## src/rtl/bus_master_if.sv

```systemverilog
// Requester agent for the shared 4-master bus: one local request becomes req/grant, one strobe, then wait for ready.
// A cycle counter started at the strobe releases the bus with err if the slave never answers.
module bus_master_if #(
   parameter int ADDR_W  = 30,
   parameter int DATA_W  = 32,
   parameter int TIMEOUT = 255
) (
   input  logic              clk,
   input  logic              reset,
   input  logic              req_en,
   input  logic              req_rw,
   input  logic [ADDR_W-1:0] req_addr,
   input  logic [DATA_W-1:0] req_wr_data,
   output logic              req_busy,
   output logic [DATA_W-1:0] rd_data,
   output logic              done,
   output logic              err,
   output logic              bus_req_,
   input  logic              bus_grnt_,
   output logic [ADDR_W-1:0] bus_addr,
   output logic              bus_as_,
   output logic              bus_rw,
   output logic [DATA_W-1:0] bus_wr_data,
   input  logic [DATA_W-1:0] bus_rd_data,
   input  logic              bus_rdy_
);

   localparam logic [1:0] S_IDLE   = 2'd0;
   localparam logic [1:0] S_REQ    = 2'd1;
   localparam logic [1:0] S_ACCESS = 2'd2;
   localparam logic [1:0] S_WAIT   = 2'd3;

   localparam logic [15:0] CNT_LAST = 16'(TIMEOUT - 1);

   logic [1:0]        state_q, state_d;
   logic [15:0]       cnt_q, cnt_d;
   logic              hold_rw_q, hold_rw_d;
   logic [ADDR_W-1:0] hold_addr_q, hold_addr_d;
   logic [DATA_W-1:0] hold_wd_q, hold_wd_d;
   logic              bus_req_n_q, bus_req_n_d;
   logic              bus_as_n_q, bus_as_n_d;
   logic              bus_rw_q, bus_rw_d;
   logic [ADDR_W-1:0] bus_addr_q, bus_addr_d;
   logic [DATA_W-1:0] bus_wd_q, bus_wd_d;
   logic [DATA_W-1:0] rd_data_q, rd_data_d;
   logic              done_q, done_d;
   logic              err_q, err_d;

   always_comb begin
      state_d     = state_q;
      cnt_d       = cnt_q;
      hold_rw_d   = hold_rw_q;
      hold_addr_d = hold_addr_q;
      hold_wd_d   = hold_wd_q;
      bus_req_n_d = bus_req_n_q;
      bus_as_n_d  = bus_as_n_q;
      bus_rw_d    = bus_rw_q;
      bus_addr_d  = bus_addr_q;
      bus_wd_d    = bus_wd_q;
      rd_data_d   = rd_data_q;
      done_d      = 1'b0;
      err_d       = 1'b0;

      case (state_q)
         S_IDLE: begin
            if (req_en) begin
               hold_rw_d   = req_rw;
               hold_addr_d = req_addr;
               hold_wd_d   = req_wr_data;
               bus_req_n_d = 1'b0;
               state_d     = S_REQ;
            end
         end
         S_REQ: begin
            if (!bus_grnt_) begin
               bus_as_n_d = 1'b0;
               bus_addr_d = hold_addr_q;
               bus_rw_d   = hold_rw_q;
               bus_wd_d   = hold_wd_q;
               cnt_d      = '0;
               state_d    = S_ACCESS;
            end
         end
         default: begin
            // ACCESS is the strobe cycle; ready is already sampled at its closing edge.
            // The counter holds the number of cycles elapsed since the strobe began.
            if (!bus_rdy_ || cnt_q == CNT_LAST) begin
               done_d      = 1'b1;
               err_d       = bus_rdy_;
               rd_data_d   = !bus_rdy_ ? (hold_rw_q ? bus_rd_data : rd_data_q) : '0;
               bus_req_n_d = 1'b1;
               bus_as_n_d  = 1'b1;
               bus_addr_d  = '0;
               bus_rw_d    = 1'b1;
               bus_wd_d    = '0;
               state_d     = S_IDLE;
            end else begin
               bus_as_n_d = 1'b1;
               cnt_d      = cnt_q + 16'd1;
               state_d    = S_WAIT;
            end
         end
      endcase
   end

   always_ff @(posedge clk) begin
      if (reset) begin
         state_q     <= S_IDLE;
         cnt_q       <= '0;
         hold_rw_q   <= 1'b1;
         hold_addr_q <= '0;
         hold_wd_q   <= '0;
         bus_req_n_q <= 1'b1;
         bus_as_n_q  <= 1'b1;
         bus_rw_q    <= 1'b1;
         bus_addr_q  <= '0;
         bus_wd_q    <= '0;
         rd_data_q   <= '0;
         done_q      <= 1'b0;
         err_q       <= 1'b0;
      end else begin
         state_q     <= state_d;
         cnt_q       <= cnt_d;
         hold_rw_q   <= hold_rw_d;
         hold_addr_q <= hold_addr_d;
         hold_wd_q   <= hold_wd_d;
         bus_req_n_q <= bus_req_n_d;
         bus_as_n_q  <= bus_as_n_d;
         bus_rw_q    <= bus_rw_d;
         bus_addr_q  <= bus_addr_d;
         bus_wd_q    <= bus_wd_d;
         rd_data_q   <= rd_data_d;
         done_q      <= done_d;
         err_q       <= err_d;
      end
   end

   assign req_busy    = (state_q != S_IDLE);
   assign rd_data     = rd_data_q;
   assign done        = done_q;
   assign err         = err_q;
   assign bus_req_    = bus_req_n_q;
   assign bus_as_     = bus_as_n_q;
   assign bus_rw      = bus_rw_q;
   assign bus_addr    = bus_addr_q;
   assign bus_wr_data = bus_wd_q;

endmodule
```

## config.mk

```make
export PLATFORM = sky130hd
export DESIGN_NAME = bus_master_if
export DESIGN_NICKNAME = d
export VERILOG_FILES = /design/src/rtl/bus_master_if.sv
export SDC_FILE = /design/constraint.sdc
export NUM_CORES = 1
export LEC_CHECK = 0
export ABC_CLOCK_PERIOD_IN_PS = 2700
export BUFFER_PORTS_ARGS = -buffer_cell sky130_fd_sc_hd__buf_2
export CAP_MARGIN = 30
export CELL_PAD_IN_SITES_DETAIL_PLACEMENT = 0
export CELL_PAD_IN_SITES_GLOBAL_PLACEMENT = 1
export CORE_MARGIN = 4
export CORE_UTILIZATION = 37
export DETAILED_ROUTE_END_ITERATION = 10
export PLACE_DENSITY_LB_ADDON = 0.25
export SYNTH_ARGS = -nofsm -noshare
export SYNTH_HDL_FRONTEND = slang
export SYNTH_SLANG_ARGS = --single-unit
```

## constraint.sdc

```tcl
create_clock -name clk -period 2.7 [get_ports clk]
set_clock_uncertainty 0.1 [all_clocks]
set_input_delay 0.405 -clock clk [delete_from_list [all_inputs] [get_ports clk]]
set_output_delay 0.405 -clock clk [all_outputs]
set_load 0.005 [all_outputs]
```

==> results list <==
- Largest net degree at the start of global routing: 68
- Met2 usage: 26.58%
- The wire-length estimate of the detail-placed layout is 11.65 mm.
- By area the synthesized netlist is led by sky130_fd_sc_hd__dfxtp_1 54%, sky130_fd_sc_hd__nand2_1 13%, sky130_fd_sc_hd__a2bb2oi_1 8.1%.
- Share of post-route cells with drive strength above 1: 25.65%
- Post-route cell area: 0.008491 mm²
* Count of vias placed by the detailed router: 6057
- At the end of the flow, the number of nets in the layout was 1087.
- Cell count after placement: 1195
- Final Instance Count excl. Fillers: 1227
- In this run, the number of DRC markers left after iteration 0 of detailed routing was 281.
* Max-slew violations: 0
- Met3 track demand over resource in global routing: 5.861%
- The worst register-to-register path has a setup slack of 0.49 ns.
- Compared with the post-synthesis result, the final layout area differs by 26.39%.
- TritonCTS clock tree: built
- Detailed-routing iteration count for the pre-antenna-repair pass: 4
* Diodes inserted: 0
- Post-route DRC violation count: 0
- After detailed routing, the average wire length per cell comes to 14.82 µm.
- Dividing the detail-routed via count by the number of cells gives 4.936.
* CTS buffer count: 17
* Clock Tree Buf Depth: 2
- In this run the tightest slew margin relative to its limit is 49.95%.
- After synthesis the netlist holds a flip-flop and latch count of 180.
* Number of clock sinks seen by CTS: 180
- Worst ir drop on vdd: 0.4617 mV
- The number of gates resized after CTS was 0.
- Buffers placed on the I/O ports in this run total 199.
* Total negative setup slack: 0 ns
- Class of the most critical hold timing path: input port to flop
* Number of synthesized flops with an enable pin: 0
- The number of hold-slack violations in the final timing report is 0.
* Type of element capturing the critical path: flop
- The count of nets left with antenna violations once routing finished came out at 0.
* Critical path arrival: 2.40 ns
- After clock tree synthesis, the clock-pin slew on the worst setup and hold paths is 0.07 ns.
* Sequential element share of the synthesized area: 53.64%
- Chip width: 142.7 µm
- Hold Worst Slack: 0.09566 ns
- Initial cell density of the core: 37.52%
- Global routing consumed, on the met1 layer, 23.21% of the routing resources.
- Slew at the pin closest to its max-slew limit: 0.7507 ns
- Counting I/O delays and the setup requirement, the final critical path takes 2.213 ns.
* Power density normalized to cell area: 679.2 mW/mm²
- Placed instance area: 0.007899 mm²
* Share of async-settable or async-resettable flops after synthesis: 0%
* Result of the run: finished clean
* Number of nets in the synthesized netlist: 919
* Core Footprint: 0.01790 mm²
- Post-CTS setup-driven buffer insertion count: 0
- Placer's final routability congestion estimate: 0.7569
- Setup repair after global routing left no endpoint under its margin.
- Number of antenna violations at the first check in global routing: 1
* Main flop type after synthesis: sky130_fd_sc_hd__dfxtp_1
- The die covers 0.02038 mm².
* Placement row count: 49
* Wire length of the first global-routing pass: 28.86 mm
* Vias in the first global route: 5653
* Synth cell count leaders: 232 x sky130_fd_sc_hd__nand2_1, 180 x sky130_fd_sc_hd__dfxtp_1, 108 x sky130_fd_sc_hd__a21oi_1
* Lkg Pwr: 3.707 nW
- Global routing's busiest layer: met2
- The netlist uses 37 different library cells.
* Max Clock Freq: 0.4518 GHz
- The total overflow left after global routing is 0.
- For this run, the total global-route usage over all layers was measured as 17.35%.
- I/O pin count: 200
- Of all nets on the critical path, the largest fanout is 16.
- Summed over all instances, the cell type with the most area after synthesis is sky130_fd_sc_hd__dfxtp_1.
- Die height: 142.7 µm
- Setup violations remaining at the end of the flow were counted as 0.
- Root Buffer: sky130_fd_sc_hd__clkbuf_16
- Total number of H-tree levels: 4
* Synth Instances: 817
* Post-synthesis average cell area: 8.222 µm²
- After clock tree synthesis, the flow added hold-fix buffers numbering 0.
- Worst Path Class, Setup: flop to flop
* Most instantiated library cell after synthesis: sky130_fd_sc_hd__nand2_1
- Max-cap violations in this run came to 0.
- During synthesis, Yosys emitted a total of 0 warnings.
- Post-synth design cell area: 0.006718 mm²
- Area share of the largest cell type after synthesis: 53.64%
* Share of the clock period used by the worst path: 81.97%
* Worst endpoint required time: 2.89 ns
- The completed layout was analyzed and its total power is 0.005766 W.
- Sum of routed wire length over all layers: 18.19 mm
- The clock reaches the later pin of the worst-skew pair after 0.42 ns.
- STA classifies the critical path startpoint as a flop.
-- cell families after synthesis --
group / after synthesis / synth area share (%)
compound gates: 189 / 18.10
xor+xnor: 1 / 0.1304
fa+ha+maj: 2 / 0.3724
buf+inv: 69 / 4.377
flops: 180 / 53.64
simple gates: 376 / 23.37
-- registers in the layout, indices dropped and copies added, names as in the netlist, 2 cells and up --
name,flops
cnt_q,16
bus_addr,30
rd_data,32
hold_addr_q,30
bus_wr_data,32
hold_wd_q,32
state_q,2
-- per-stage QoR --
step,util (%),setup WS (ns)
2_1_floorplan,-,0.7353
3_3_place_gp,44.12,0.5355
3_5_place_dp,44.12,0.4512
4_1_cts,47.43,0.4535
5_1_grt,47.43,0.2758
6_report,47.43,0.4868
-- layer usage --
| layer | vias to the layer above | routed length, µm |
|---|---|---|
| li1 | 3089 | - |
| met1 | 2762 | 8404 |
| met2 | 185 | 8076 |
| met3 | 19 | 1431 |
| met4 | 2 | 264 |
| met5 | - | 13 |
-- critical path, stage by stage (launching register included) --
cell                        delay [ns]
sky130_fd_sc_hd__dfxtp_1          0.39
sky130_fd_sc_hd__ha_1             0.17
sky130_fd_sc_hd__nor4b_1          0.24
sky130_fd_sc_hd__a41o_1           0.29
sky130_fd_sc_hd__and2_2           0.35
sky130_fd_sc_hd__buf_4            0.29
sky130_fd_sc_hd__a2bb2oi_1        0.19
sky130_fd_sc_hd__nor2_1           0.05
-- final cells by class --
class	instances	area [µm²]
clock inverter	15	166.4
fill	1838	9412
inverter	5	18.77
timing repair buffer	213	1154
sequential	180	3603
clock buffer	17	425.4
multi-input combinational	568	2836
tap	229	286.5
-- cells in the final DEF (no fill, tap or decap), types with 2 or more instances in the layout --
master,Yosys,layout
sky130_fd_sc_hd__nor2b_1,3,2
sky130_fd_sc_hd__buf_4,5,11
sky130_fd_sc_hd__dfxtp_1,180,180
sky130_fd_sc_hd__clkbuf_16,0,17
sky130_fd_sc_hd__and3_1,2,2
sky130_fd_sc_hd__clkinvlp_4,0,3
sky130_fd_sc_hd__inv_1,4,4
sky130_fd_sc_hd__ha_1,2,2
sky130_fd_sc_hd__nor3_1,3,3
sky130_fd_sc_hd__nand4_1,2,2
sky130_fd_sc_hd__a21oi_1,108,108
sky130_fd_sc_hd__a2bb2oi_1,62,62
sky130_fd_sc_hd__or3_1,11,11
sky130_fd_sc_hd__buf_2,7,198
sky130_fd_sc_hd__buf_12,0,4
sky130_fd_sc_hd__o211ai_1,3,3
sky130_fd_sc_hd__clkinv_4,0,4
sky130_fd_sc_hd__inv_6,0,2
sky130_fd_sc_hd__inv_8,0,4
sky130_fd_sc_hd__or4_1,4,4
sky130_fd_sc_hd__nand2_1,232,231
sky130_fd_sc_hd__nor2_1,70,69
sky130_fd_sc_hd__a211o_1,2,2
sky130_fd_sc_hd__and2_2,2,3
sky130_fd_sc_hd__o21ai_0,9,9
sky130_fd_sc_hd__o31ai_1,2,2
sky130_fd_sc_hd__nand3_1,36,36
-- final timing paths --
kind	start	end	depth (start not counted)
setup / recovery	cnt_q[1]	bus_wr_data[10]	7
hold / removal	req_rw	hold_rw_q	3
setup reg to reg	cnt_q[1]	bus_wr_data[10]	7
hold reg to reg	rd_data[25]	rd_data[25]	2
-- power breakdown --
part	total (W)	internal, W	leakage, nW	switching, W
clock	0.00246	0.00132	0.281	0.00115
sequential	0.00280	0.00275	1.46	0.0000500
combinational	0.000502	0.000195	1.96	0.000306
(Power assumes the default switching activity.)
